$ cat config.mk
export PLATFORM = sky130hd
export DESIGN_NAME = uart_tx_frame
export DESIGN_NICKNAME = d
export VERILOG_FILES = /design/src/rtl/uart_pkg.sv /design/src/rtl/uart_tx_frame.sv
export SDC_FILE = /design/constraint.sdc
export NUM_CORES = 1
export LEC_CHECK = 0
export CAP_MARGIN = 20
export CORE_AREA = 2 2 72 74
export DETAILED_ROUTE_END_ITERATION = 10
export DIE_AREA = 0 0 74 76
export HOLD_SLACK_MARGIN = 0.08
export MAX_ROUTING_LAYER = met4
export PLACE_DENSITY = 0.64
export SYNTH_ARGS = -nofsm -noshare
export SYNTH_HDL_FRONTEND = slang
export SYNTH_SLANG_ARGS = --single-unit
$ cat constraint.sdc
create_clock -name clk -period 3.1 [get_ports clk]
set_input_delay 0.465 -clock clk [delete_from_list [all_inputs] [get_ports clk]]
set_output_delay 0.465 -clock clk [all_outputs]
set_load 0.02 [all_outputs]
$ cat src/rtl/uart_pkg.sv
// Shared types and helpers for the UART transmit path: parity modes, frame
// states, data-length limits and the parity/length helper functions.
package uart_pkg;

  typedef enum logic [1:0] {
    NONE = 2'd0,
    EVEN = 2'd1,
    ODD  = 2'd2,
    MARK = 2'd3
  } parity_e;

  typedef enum logic [2:0] {
    IDLE   = 3'd0,
    START  = 3'd1,
    DATA   = 3'd2,
    PARITY = 3'd3,
    STOP   = 3'd4
  } tx_state_e;

  localparam int MIN_DATA_W = 5;
  localparam int MAX_DATA_W = 9;

  // Only the low len bits take part; bits at or above len are ignored.
  function automatic logic calc_parity(input logic [MAX_DATA_W-1:0] data,
                                       input logic [3:0]            len,
                                       input parity_e               mode);
    logic x;
    x = 1'b0;
    for (int i = 0; i < MAX_DATA_W; i++) begin
      if (i < int'(len)) x = x ^ data[i];
    end
    case (mode)
      EVEN:    return x;
      ODD:     return ~x;
      MARK:    return 1'b1;
      default: return 1'b0;
    endcase
  endfunction

  function automatic logic [3:0] clamp_len(input logic [3:0] cfg_len,
                                           input int         max_len);
    if (int'(cfg_len) > max_len) return 4'(max_len);
    if (int'(cfg_len) < MIN_DATA_W) return 4'(MIN_DATA_W);
    return cfg_len;
  endfunction

endpackage

$ cat src/rtl/uart_tx_frame.sv
// UART transmitter with runtime data length, parity and stop-bit selection,
// plus a one-entry holding register so frames can go out back-to-back.
//
// state  | meaning
// IDLE   | line idle high, waiting for a tick with the holding register full
// START  | start bit (0) on the line
// DATA   | data bits on the line, LSB first
// PARITY | parity bit on the line
// STOP   | one or two stop bits (1) on the line
module uart_tx_frame
  import uart_pkg::*;
#(
  parameter int DATA_W = 8
) (
  input  logic              clk,
  input  logic              reset,
  input  logic              baud_tick,
  input  logic [DATA_W-1:0] tx_data,
  input  logic              tx_valid,
  output logic              tx_ready,
  input  logic [3:0]        cfg_data_len,
  input  logic [1:0]        cfg_parity,
  input  logic              cfg_stop2,
  output logic              tx_pin,
  output logic              tx_busy,
  output logic              tx_done
);

  tx_state_e         state_q;
  logic [DATA_W-1:0] hold_q;
  logic              hold_full_q;
  logic [DATA_W-1:0] shift_q;
  logic [3:0]        bit_idx_q;
  logic [3:0]        len_q;
  logic              par_en_q;
  logic              par_bit_q;
  logic              stop2_q;
  logic              stop_cnt_q;
  logic              tx_pin_q;
  logic              busy_q;
  logic              done_q;

  // Frame settings as they would be frozen if a start bit went out this cycle.
  logic [MAX_DATA_W-1:0] hold_ext;
  logic [3:0]            len_d;
  parity_e               par_mode_d;
  logic                  par_bit_d;

  assign hold_ext   = MAX_DATA_W'(hold_q);
  assign len_d      = clamp_len(cfg_data_len, DATA_W);
  assign par_mode_d = parity_e'(cfg_parity);
  assign par_bit_d  = calc_parity(hold_ext, len_d, par_mode_d);

  always_ff @(posedge clk) begin
    if (reset) begin
      state_q     <= IDLE;
      hold_q      <= '0;
      hold_full_q <= 1'b0;
      shift_q     <= '0;
      bit_idx_q   <= '0;
      len_q       <= '0;
      par_en_q    <= 1'b0;
      par_bit_q   <= 1'b0;
      stop2_q     <= 1'b0;
      stop_cnt_q  <= 1'b0;
      tx_pin_q    <= 1'b1;
      busy_q      <= 1'b0;
      done_q      <= 1'b0;
    end else begin
      done_q <= 1'b0;

      // Accept and drain are mutually exclusive: both depend on hold_full_q.
      if (tx_valid && !hold_full_q) begin
        hold_q      <= tx_data;
        hold_full_q <= 1'b1;
      end

      if (baud_tick) begin
        case (state_q)
          IDLE: begin
            tx_pin_q <= 1'b1;
            if (hold_full_q) begin
              shift_q     <= hold_q;
              hold_full_q <= 1'b0;
              len_q       <= len_d;
              par_en_q    <= (par_mode_d != NONE);
              par_bit_q   <= par_bit_d;
              stop2_q     <= cfg_stop2;
              bit_idx_q   <= '0;
              stop_cnt_q  <= 1'b0;
              tx_pin_q    <= 1'b0;
              busy_q      <= 1'b1;
              state_q     <= START;
            end
          end
          START: begin
            tx_pin_q  <= shift_q[0];
            shift_q   <= shift_q >> 1;
            bit_idx_q <= 4'd1;
            state_q   <= DATA;
          end
          DATA: begin
            if (bit_idx_q < len_q) begin
              tx_pin_q  <= shift_q[0];
              shift_q   <= shift_q >> 1;
              bit_idx_q <= bit_idx_q + 4'd1;
            end else if (par_en_q) begin
              tx_pin_q <= par_bit_q;
              state_q  <= PARITY;
            end else begin
              tx_pin_q   <= 1'b1;
              stop_cnt_q <= 1'b0;
              state_q    <= STOP;
            end
          end
          PARITY: begin
            tx_pin_q   <= 1'b1;
            stop_cnt_q <= 1'b0;
            state_q    <= STOP;
          end
          STOP: begin
            if (stop2_q && !stop_cnt_q) begin
              stop_cnt_q <= 1'b1;
              tx_pin_q   <= 1'b1;
            end else begin
              done_q <= 1'b1;
              // A waiting byte goes straight into its start bit: no idle gap.
              if (hold_full_q) begin
                shift_q     <= hold_q;
                hold_full_q <= 1'b0;
                len_q       <= len_d;
                par_en_q    <= (par_mode_d != NONE);
                par_bit_q   <= par_bit_d;
                stop2_q     <= cfg_stop2;
                bit_idx_q   <= '0;
                stop_cnt_q  <= 1'b0;
                tx_pin_q    <= 1'b0;
                state_q     <= START;
              end else begin
                tx_pin_q <= 1'b1;
                busy_q   <= 1'b0;
                state_q  <= IDLE;
              end
            end
          end
          default: begin
            tx_pin_q <= 1'b1;
            busy_q   <= 1'b0;
            state_q  <= IDLE;
          end
        endcase
      end
    end
  end

  assign tx_ready = !hold_full_q;
  assign tx_pin   = tx_pin_q;
  assign tx_busy  = busy_q;
  assign tx_done  = done_q;

endmodule
# ---- Word level (Yosys, flattened, before mapping)
# Index checks and enable logic that the tools add are counted.
dict set report totals {
  register_bits 35
  input_bits 19
  wordCells 127
}
dict set report classes {
  addsub 1
  n_lt_le_gt_ge 11
  n_eq_ne 13
  n_mux 62
  n_bitwise 11
  n_reduce_logical 16
}
# cell count
set op_table {}
lappend op_table {{$mux 4} 9}
lappend op_table {{$mux 1} 34}
lappend op_table {{$pmux 8 s4} 1}
lappend op_table {{$mux 8} 3}
lappend op_table {{$lt 3x4->1 const A} 4}
lappend op_table {{$pmux 4 s4} 1}
lappend op_table {{$pmux 3 s5} 1}
lappend op_table {{$mux 3} 4}
lappend op_table {{$ne 2x2->1 const B} 6}
lappend op_table {{$reduce_and 4->1} 3}
lappend op_table {{$lt 1x4->1 const A} 2}
lappend op_table {{$lt 2x4->1 const A} 2}
lappend op_table {{$pmux 1 s2} 4}
lappend op_table {{$pmux 1 s4} 2}
lappend op_table {{$pmux 4 s2} 1}
lappend op_table {{$reduce_bool 4->1} 2}
lappend op_table {{$xor 1x1->1} 7}
lappend op_table {{$eq 3x2->1 const B} 2}
lappend op_table {{$pmux 1 s3} 2}
lappend op_table {{$reduce_or 3->1} 2}
lappend op_table {{$reduce_and 5->1} 1}
lappend op_table {{$add 4x1->4 const B} 1}
lappend op_table {{$eq 2x2->1 const B} 2}
lappend op_table {{$gt 4x4->1 const B} 1}
lappend op_table {{other kinds (11)} 17}

# ---- Longest topological paths before layout
dict set report logic_depth {
  depth_word 26
  mapped_depth 10
  depth_no_buf 8
}

# ---- Least setup slack after synthesis
# OpenSTA, ideal clock, no wires.
dict set report synth_path {
  path_type {reg2reg}
  startpoint {register len_q[1]}
  endpoint {register shift_q[6]}
  arrival_ns 1.645
  required_time_ns 3.021
  slack_ns 1.376
  stages_incl_launch_ff 10
  cell_sequence {dfxtp_1 > inv_1 > ha_1 > a2111o_1 > nand3_2 > and2_4 > buf_8 > buf_12 > nor2_2 > a211oi_2}
}
dict set report synth_via {
  elab_chain_len 3
}
# element line_no
set synth_lines {}
lappend synth_lines {{start, declared} uart_tx_frame.sv:34} ;# logic [3:0] len_q;
lappend synth_lines {{start signal, assigned} uart_tx_frame.sv:85} ;# len_q <= len_d;
lappend synth_lines {{start signal, assigned} uart_tx_frame.sv:131} ;# len_q <= len_d;
lappend synth_lines {{$lt 4x4->1} uart_tx_frame.sv:103} ;# if (bit_idx_q < len_q) begin
lappend synth_lines {{$ne 2x2->1 (no line)} n/a}
lappend synth_lines {{$reduce_and 4->1 (no line)} n/a}
lappend synth_lines {{end signal, assigned} uart_tx_frame.sv:98} ;# shift_q <= shift_q >> 1;
lappend synth_lines {{end signal, assigned} uart_tx_frame.sv:105} ;# shift_q <= shift_q >> 1;
lappend synth_lines {{end signal, assigned} uart_tx_frame.sv:129} ;# shift_q <= hold_q;
lappend synth_lines {{end, declared} uart_tx_frame.sv:32} ;# logic [DATA_W-1:0] shift_q;
# No other way between the ends.
# A chain may end at the register's enable or synchronous reset.

# ---- Final worst setup path
dict set report layout_path {
  startpoint {register hold_full_q}
  endpoint {output tx_ready}
}
dict set report layout_via {
  elab_chain_len 1
}
# element line_no
set layout_lines {}
lappend layout_lines {{start, declared} uart_tx_frame.sv:31} ;# logic hold_full_q;
lappend layout_lines {{start signal, assigned} uart_tx_frame.sv:58} ;# hold_full_q <= 1'b0;
lappend layout_lines {{start signal, assigned} uart_tx_frame.sv:75} ;# hold_full_q <= 1'b1;
lappend layout_lines {{start signal, assigned} uart_tx_frame.sv:84} ;# hold_full_q <= 1'b0;
lappend layout_lines {{$logic_not 1->1} uart_tx_frame.sv:156} ;# assign tx_ready = !hold_full_q;
lappend layout_lines {{end, declared} uart_tx_frame.sv:20} ;# output logic tx_ready,
# No other way between the ends.

==> results.txt <==
----------------------------------------------------
[Placement]
  GP Congestion ... 0.832
  Sum of net half-perimeters after detailed placement ... 2480 µm
  Post-placement cell count ... 286
  Port buffer count ... 22

[Power]
  VDD IR-drop max ... 0.251 mV
  Cell internal pwr ... 856 µW
  Static leakage ... 0.833 nW
  Part of the total power dissipated in sequential elements ... 0.438
  Part of the total power dissipated in combinational logic ... 0.226
  Total power divided by cell area ... 548 mW/mm²
  Net switching power ... 342 µW
  Clk pwr share ... 0.336
  Switching portion of total power ... 0.285

[Worst setup path]
  Worst setup path class ... flip-flop to primary output
  Crit path DAT ... 1530 ps
  Critical path data required time ... 2630 ps
  Startpoint Class ... flip-flop
  Crit. End Element ... primary output
  Critical-path maximum fanout ... 9

[Clock network]
  CTS Sinks ... 35
  Number of instances resized during post-cts repair ... 0
  Max clock buf depth ... 2
  TritonCTS clock tree ... yes
  Maximum level of the CTS H-tree ... 2
  Clock Tree Root ... sky130_fd_sc_hd__clkbuf_8
  Quantity of hold-fixing buffers added after cts ... 0
  Cts bufs inserted ... 5
  Worst-path clk slew ... 70 ps
  Later-pin clock latency in the skew report ... 290 ps
  Buffers inserted by post-CTS timing repair ... 0

[Floorplanning]
  Vertical die dimension ... 76 µm
  Num rows ... 26
  Starting utilization of the core area ... 0.374
  I/O Pins ... 23
  CORE AREA ... 0.00491 mm²
  Floorplan die area ... 0.00562 mm²
  X dimension of the die ... 74 µm

[Detailed routing]
  Detailed-route via count ... 1411
  DR vias/cell ... 4.82
  Length of the first detailed-routing pass in iterations ... 4
  Number of DRC markers after the initial detailed-route iteration ... 95
  Detailed-route DRC error count ... 0
  Number of nets still failing antenna checks after routing ... 0
  Avg WL per Cell ... 12.1 µm
  Total Wirelength ... 3530 µm

[Layout]
  Most frequent standard cell in the layout excluding fill and tap cells ... sky130_fd_sc_hd__nor2_1
  Most frequent cells in the layout ... 44 x sky130_fd_sc_hd__nor2_1, 35 x sky130_fd_sc_hd__dfxtp_1, 22 x sky130_fd_sc_hd__clkdlybuf4s50_1
  Count of placed standard cells in the final layout, fillers left out ... 293
  Utilization of the core after routing ... 0.445
  Post-layout nets ... 246
  Antenna Cells ... 0
  Share of cells above drive strength 1 ... 0.112
  Area Overhead vs Synth ... 19.0%

[Synth]
  Number of distinct standard cells referenced by the synthesized netlist ... 44
  Mean post-synth cell area ... 9.05 µm²
  Sequential cell area fraction in the yosys report ... 0.381
  Count of state elements after synthesis ... 35
  Most area-hungry cell type in the Yosys netlist ... sky130_fd_sc_hd__dfxtp_1
  Summed instance area of the synthesized netlist ... 0.00184 mm²
  Synth top area cells ... sky130_fd_sc_hd__dfxtp_1 38%, sky130_fd_sc_hd__mux2i_1 11%, sky130_fd_sc_hd__nor2_1 9.0%
  Number of warnings printed during yosys synthesis ... 0
  Cell count after synthesis ... 203
  Share of the synthesized area in the top cell type ... 0.381
  Post-synth net total ... 226

[Global routing]
  Global route overflow ... 0
  Number of antenna violations at the first check in global routing ... 0
  First-pass GRT wire length ... 6500 µm
  Largest net degree at the start of global routing ... 35
  Overall fraction of global-route tracks in use ... 0.150
  Vias in the first global route ... 1455

[Timing]
  Maximum operating frequency ... 501 MHz
  Hold Slack ... 470 ps
  Final period utilization ... 0.644
  Endpoints failing setup ... 0
  Shortest period the worst path allows ... 2000 ps
  Unrepaired setup endpoints after global routing ... no
  Final max-slew violation count ... 0
  Worst slew margin ... 0.640
  Final number of hold-violating endpoints ... 0
  Slew at the pin closest to its max-slew limit ... 540 ps
  Worst Skew ... 4.63 ps
  Sum of negative setup slack ... 0 ps

[Hold path]
  Classification of the worst-slack hold path ... flip-flop to flip-flop

[Status]
  Result of the run ... completed

[Flow run]
  Number of max-cap violations ... 0

----------------------------------------------------
==> synth_stat cells <==
library cell                count
sky130_fd_sc_hd__dfxtp_1       35
sky130_fd_sc_hd__o21ai_0        9
sky130_fd_sc_hd__a21oi_2        1
sky130_fd_sc_hd__a211oi_2       1
sky130_fd_sc_hd__clkbuf_1       5
sky130_fd_sc_hd__nand3_1        4
sky130_fd_sc_hd__nand3b_1       1
sky130_fd_sc_hd__a2111o_1       1
sky130_fd_sc_hd__a21o_1         3
sky130_fd_sc_hd__o2111a_1       1
sky130_fd_sc_hd__buf_6          1
sky130_fd_sc_hd__ha_1           4
sky130_fd_sc_hd__buf_8          1
sky130_fd_sc_hd__nor3_2         1
sky130_fd_sc_hd__and3_1         1
sky130_fd_sc_hd__a32oi_1        2
sky130_fd_sc_hd__buf_4          1
sky130_fd_sc_hd__buf_12         1
sky130_fd_sc_hd__nor3_1         1
sky130_fd_sc_hd__nor2_2         2
sky130_fd_sc_hd__nand2_1        4
sky130_fd_sc_hd__a311oi_2       1
sky130_fd_sc_hd__o211a_1        1
sky130_fd_sc_hd__buf_2          3
sky130_fd_sc_hd__a22oi_1        1
sky130_fd_sc_hd__o2111ai_1      1
sky130_fd_sc_hd__nand2b_1       4
sky130_fd_sc_hd__a211oi_1      10
sky130_fd_sc_hd__and2_4         1
sky130_fd_sc_hd__a21oi_1        7
sky130_fd_sc_hd__xor2_1         3
sky130_fd_sc_hd__and3b_1        1
sky130_fd_sc_hd__xnor2_1        7
sky130_fd_sc_hd__a21oi_4        1
sky130_fd_sc_hd__mux2i_1       21
sky130_fd_sc_hd__nor2_4         1
sky130_fd_sc_hd__o32ai_1        1
sky130_fd_sc_hd__nand2b_4       2
sky130_fd_sc_hd__mux2_2         1
sky130_fd_sc_hd__nand3_2        2
sky130_fd_sc_hd__or2_2          1
sky130_fd_sc_hd__nor2_1        44
sky130_fd_sc_hd__nor2b_1        1
sky130_fd_sc_hd__inv_1          8
==> flip-flops by register name, summed over array words and instances (netlist names) <==
| name | count |
|---|---|
| bit_idx_q | 4 |
| hold_full_q | 1 |
| hold_q | 8 |
| len_q | 4 |
| par_bit_q | 1 |
| par_en_q | 1 |
| shift_q | 8 |
| state_q | 3 |
| stop2_q | 1 |
| stop_cnt_q | 1 |
| tx_busy | 1 |
| tx_done | 1 |
| tx_pin | 1 |
==> worst paths after layout <==
| check | startpoint | endpoint | slack (ps) | depth (start not counted) |
|---|---|---|---|---|
| min | shift_q[7]$_SDFFE_PP0P_ | shift_q[7]$_SDFFE_PP0P_ | 470 | 2 |
| min reg2reg | shift_q[7]$_SDFFE_PP0P_ | shift_q[7]$_SDFFE_PP0P_ | 470 | 2 |
| max | hold_full_q$_SDFF_PP0_ | tx_ready | 1100 | 2 |
| max reg2reg | len_q[1]$_SDFFE_PP0P_ | state_q[0]$_SDFFE_PP0P_ | 1150 | 7 |
==> per-stage QoR <==
stage	setup slack, ps	cell area (µm²)	total power, mW
6_report	1100	2190	1.20
3_3_place_gp	952	2080	0.803
5_1_grt	1010	2190	1.27
3_5_place_dp	911	2080	0.806
4_1_cts	1110	2190	1.21
2_1_floorplan	1380	1840	0.754
==> logic make-up after synthesis <==
family	share of synthesized area
AND/OR/NAND/NOR	0.193
AO/OA/AOI/OAI	0.166
flip-flops	0.381
multiplexers	0.120
buffers and inverters	0.0640
XOR/XNOR	0.0477
adder cells (fa/ha/maj)	0.0272
==> per-layer routing <==
layer,vias up,routed length (µm),track usage
met1,648,1750,0.197
met2,19,1590,0.213
met5,-,0,-
met4,0,84,0.0800
met3,5,114,0.0344
li1,739,-,-
==> final cells by class <==
type,count,area (µm²)
flip-flops and latches,35,701
repair buffers,25,243
fillers,503,2730
well taps,70,87.6
multi-input cells,148,1020
clock inverters,2,37.5
inverters,8,30.0
clock buffers,5,68.8
==> worst max-delay path: stages, from the launching register on <==
cell and delay [ps]:
sky130_fd_sc_hd__dfxtp_1 510, sky130_fd_sc_hd__inv_1 160, sky130_fd_sc_hd__clkdlybuf4s50_1 560
==> power by group through the flow <==
| stage | logic [mW] | registers (mW) | clock network [mW] |
|---|---|---|---|
| floorplan | 0.236 | 0.518 | 0 |
| global placement | 0.269 | 0.535 | 0 |
| detailed placement | 0.271 | 0.535 | 0 |
| CTS | 0.273 | 0.525 | 0.416 |
| global route | 0.307 | 0.532 | 0.435 |
| finish | 0.270 | 0.525 | 0.402 |
Power figures use the tool's default switching activity.
==> patch 1: new RTL, same flow settings <==
`DATA_W`: 8 -> 7.
--- a/src/rtl/uart_tx_frame.sv
+++ b/src/rtl/uart_tx_frame.sv
@@ -10,7 +10,7 @@
 module uart_tx_frame
   import uart_pkg::*;
 #(
-  parameter int DATA_W = 8
+  parameter int DATA_W = 7
 ) (
   input  logic              clk,
   input  logic              reset,
Ports: changed (resized tx_data); port bits go from 23 to 22. No check against the original RTL was run, so the function may have changed too.
==> patch 1 against the original RTL <==
Synthesized cell count shrank 3.0%. Register-to-register slack lost 0.09 ns. Routed wire length shrank 3.6%. Via count shrank 0.64%. Design area shrank 5.0%. Sequential share of layout area shrank 0.23 points. Maximum frequency shrank 2.1%. Setup slack lost 0.043 ns. Sequential power shrank 8.6%. Critical endpoint is now shift_q[4]$_SDFFE_PP0P_. Sequential cell count shrank 2. Combinational power shrank 19%. Total power shrank 7.4%. Area after synthesis shrank 7.0%. Count of clock-buffer cells in the layout is the same.
==> patch 1: results (changes against the original RTL) <==
stage;metric;value;unit;change
yosys;net count of the mapped netlist;219;;-3.1%
place;final weighted congestion of routability-driven global placement;0.7877;;-5.3%
critical_path;maximum fanout count along the critical path;17;;+8
grt;vias in the first global route;1239;;-15%
critical_path;critical path class;reg2reg;;
timing;Worst Clk Skew;0.005684;ns;+0.001054 ns
layout;fillcell total;498;;-0.99%
power;Comb pwr share;19.7;%;-2.9 points
layout;registers with the most flip-flops;hold_q: 7 flops, shift_q: 7 flops;;
layout;final cell utilization of the core;42.28;%;-2.2 points
power;clock network fraction of design power;37.1;%;+3.5 points
detailed_routing;detailed-routed wire length on met3;135;um;+18%
min_path;class of the worst hold path;reg2reg;;
run_status;run status;finished, final reports clean;;
place;HPWL after detailed placement;2429;um;-2.1%
grt;met3 global-route usage;3.571;%;+0.13 points
yosys;Seq/Total Area, Yosys;38.65;%;+0.53 points
detailed_routing;routed length per instance;11.91;um;-1.2%
detailed_routing;vias post-DR;1402;;-0.64%
critical_path;arrival time worst endpoint;2.25;ns;+0.72 ns
place;post-placement setup slack;1.028;ns;+0.1170 ns
place;cell count after placement;278;;-2.8%
power;Comb power;219;uW;-19%
yosys;cell types with the largest area share after synthesis;dfxtp_1 39%, mux2i_1 9.4%, nor2_1 7.5%, a21oi_1 4.7%, a211oi_2 4.4%;;
power;Pleak;0.0007364;uW;-12%
detailed_routing;number of violations reported at the end of detailed-routing iteration 0;54;;-43%
yosys;post-synthesis area per instance;8.676;sq um;-4.2%
timing;Slew Limit Headroom;47.99;%;-16 points
layout;Nets;237;;-3.7%
yosys;synth cell count leaders;34 x nor2_1, 33 x dfxtp_1, 16 x a21oi_1, 16 x mux2i_1, 8 x inv_1;;
clock_tree;TritonCTS buffer count;5;;unchanged
place;placed inst area;1962;sq um;-5.7%
grt;pin count of the biggest net entering global routing;34;;-2.9%
grt;met2 routing resource usage after global routing;19.46;%;-1.9 points
detailed_routing;via-per-instance ratio;4.902;;+1.8%
grt;total routing usage reported by global routing;13.60;%;-1.4 points
layout;ANT cells;0;;unchanged
critical_path;crit-path max cell delay;0.64;ns;+0.08 ns
critical_path;Worst path slowest cell;dfxtp_1;;
yosys;Netlist cell types;45;;+2.3%
min_path;HP Start;stop2_q$_SDFFE_PP0P_;;
layout;ratio of cells with drive above 1 in the final layout;11.11;%;-0.10 points
yosys;ys flop type;dfxtp_1;;
grt;first-pass GRT wire length;5816;um;-11%
power;Peak VDD IR;0.2547;mV;+1.3%
critical_path;launch instance of the worst register-to-register path;state_q[2]$_SDFFE_PP0P_;;
place;total of buffers placed on input and output ports;21;;-4.5%
critical_path;Crit path max-delay family;compound AO/OA/AOI/OAI gates;;
detailed_routing;total length of routed met2 wires;1500;um;-5.6%
==> patch 1: layout make-up <==
type | count | area (sq um) | share of cell area (%)
clock buffer | 5 | 68.82 | 3.313
clock inverter | 3 | 46.29 | 2.229
inverter | 10 | 37.54 | 1.807
multi-input combinational | 142 | 950.9 | 45.78
sequential | 33 | 660.6 | 31.81
tap | 70 | 87.58 | 4.217
timing repair buffer | 23 | 225.2 | 10.84
==> patch 1: cell families after synthesis <==
kind of cell | synth area share (%)
flops | 38.65
buf+inv | 5.710
simple gates | 19.25
compound gates | 21.01
mux | 9.370
xor+xnor | 3.075
fa+ha+maj | 2.928
==> patch 1: final timing paths <==
path | endpoint | slack [ns] | cells past startpoint
min reg2reg | stop2_q$_SDFFE_PP0P_ | 0.47 | 2
min | stop2_q$_SDFFE_PP0P_ | 0.47 | 2
max | shift_q[4]$_SDFFE_PP0P_ | 1.06 | 5
max reg2reg | shift_q[4]$_SDFFE_PP0P_ | 1.06 | 5
==> patch 2: new RTL, config.mk and constraints unchanged <==
Without the edit above. Make the reset (`reset`) asynchronous in one clocked block.
--- a/src/rtl/uart_tx_frame.sv
+++ b/src/rtl/uart_tx_frame.sv
@@ -51,7 +51,7 @@
   assign par_mode_d = parity_e'(cfg_parity);
   assign par_bit_d  = calc_parity(hold_ext, len_d, par_mode_d);
 
-  always_ff @(posedge clk) begin
+  always_ff @(posedge clk or posedge reset) begin
     if (reset) begin
       state_q     <= IDLE;
       hold_q      <= '0;
Function: differs if reset is asserted again (counterexample within 4 cycles, from zero or initial values and one cycle with reset high); with reset held inactive, the same outputs for 10 cycles.
==> patch 2 against the original RTL <==
Routed wire length increased by 9.1%. Setup slack got worse by 0.059 ns. Non-clock buffer count unchanged. Via count shrank 0.57%. Critical path depth rose by 3. Area after synthesis increased by 4.3%. Maximum frequency is 2.9% lower. Register-to-register slack lost 0.10 ns. Design area increased by 5.4%. Sequential cell count did not move. Global-route usage rose by 1.1 points. Synthesized cell count decreased by 13%. Largest cell class unchanged.
Power is not compared: it rests on default switching activity, and its combinational part moved more than twofold at a synthesized area within 25%.
==> patch 2: results (changes against the original RTL) <==
stage;metric;value;unit;change
critical_path;launch instance of the worst register-to-register path;bit_idx_q[1]$_DFFE_PP0P_;;
place;post-placement setup slack;0.8209;ns;-0.09051 ns
grt;met3 global-route usage;4.497;%;+1.1 points
critical_path;maximum fanout count along the critical path;4;;-5
layout;Cell Count, Final, Fillers Out;271;;-7.5%
grt;first-pass GRT wire length;6755;um;+3.9%
run_status;run status;finished, final reports clean;;
min_path;Worst Hold End;stop_cnt_q$_DFFE_PP0P_;;
yosys;cell types with the largest area share after synthesis;dfrtp_1 44%, mux2_2 7.0%, mux2i_1 4.7%, o21ai_0 4.2%, ha_1 2.6%;;
layout;fillcell total;471;;-6.4%
place;final weighted congestion of routability-driven global placement;0.7651;;-8.0%
critical_path;worst setup slack for register-to-register paths;1.05;ns;-0.10 ns
layout;Nets;223;;-9.3%
yosys;async set-reset flop share out of synthesis;100.0;%;+100 points
yosys;synth cell count leaders;34 x dfrtp_1, 16 x o21ai_0, 12 x mux2_2, 11 x nand2_1;;
detailed_routing;routed length per instance;14.22;um;+18%
timing;Slew Limit Headroom;61.29;%;-2.7 points
critical_path;arrival time worst endpoint;2.27;ns;+0.74 ns
grt;met2 routing resource usage after global routing;24.02;%;+2.7 points
detailed_routing;detailed-routed wire length on met3;156;um;+37%
timing;Worst Clk Skew;0.01142;ns;+0.006789 ns
detailed_routing;number of violations reported at the end of detailed-routing iteration 0;90;;-5.3%
min_path;number of cells on the worst hold path;1;;-1
detailed_routing;met1 WL;1743;um;-0.11%
critical_path;reg2reg end;bit_idx_q[3]$_DFFE_PP0P_;;
## patch 2: cell count changes in the layout (fill, tap and decap cells not counted), sizes merged, moves of 4 or more
cell / change
nor2: -37
dfxtp: -35
dfrtp: +34
o21ai: +14
mux2i: -12
a211oi: -11
mux2: +11
nand2: +7
nand3: -4
o21a: +4
o31ai: +4
## patch 2: worst max-delay path by stage
stage,start,end,slack [ns]
floorplan,bit_idx_q[1]$_DFFE_PP0P_,bit_idx_q[0]$_DFFE_PP0P_,1.26
CTS,bit_idx_q[1]$_DFFE_PP0P_,bit_idx_q[3]$_DFFE_PP0P_,1.03
global route,bit_idx_q[1]$_DFFE_PP0P_,bit_idx_q[3]$_DFFE_PP0P_,0.93
detailed placement,baud_tick,stop2_q$_DFFE_PP0P_,0.82
finish,bit_idx_q[1]$_DFFE_PP0P_,bit_idx_q[3]$_DFFE_PP0P_,1.05
global placement,baud_tick,stop2_q$_DFFE_PP0P_,0.87
## patch 2: logic make-up (layout without fill, tap and decap cells)
family	count (synthesis)	in the layout	share of synthesized area (%)
AO/OA/AOI/OAI	56	56	20.56
AND/OR/NAND/NOR	38	38	10.90
buffers and inverters	17	41	3.982
multiplexers	21	21	11.75
adder cells (fa/ha/maj)	4	4	2.611
XOR/XNOR	6	6	4.439
flip-flops	35	35	45.76
## patch 2: cell type report
cell class / count / area share [%]
Clock buffer: 7 / 4.180
Clock inverter: 1 / 0.3257
Inverter: 8 / 1.303
Multi-Input combinational cell: 125 / 41.80
Sequential cell: 35 / 38.06
Tap cell: 70 / 3.800
Timing Repair Buffer: 25 / 10.53
## patch 2: worst max-delay path, stage by stage, from the launching register on
cell       delay (ns)
dfrtp_1          0.41
ha_1             0.35
a2111oi_4        0.39
nor3_1           0.18
or4_1            0.50
a21boi_1         0.15
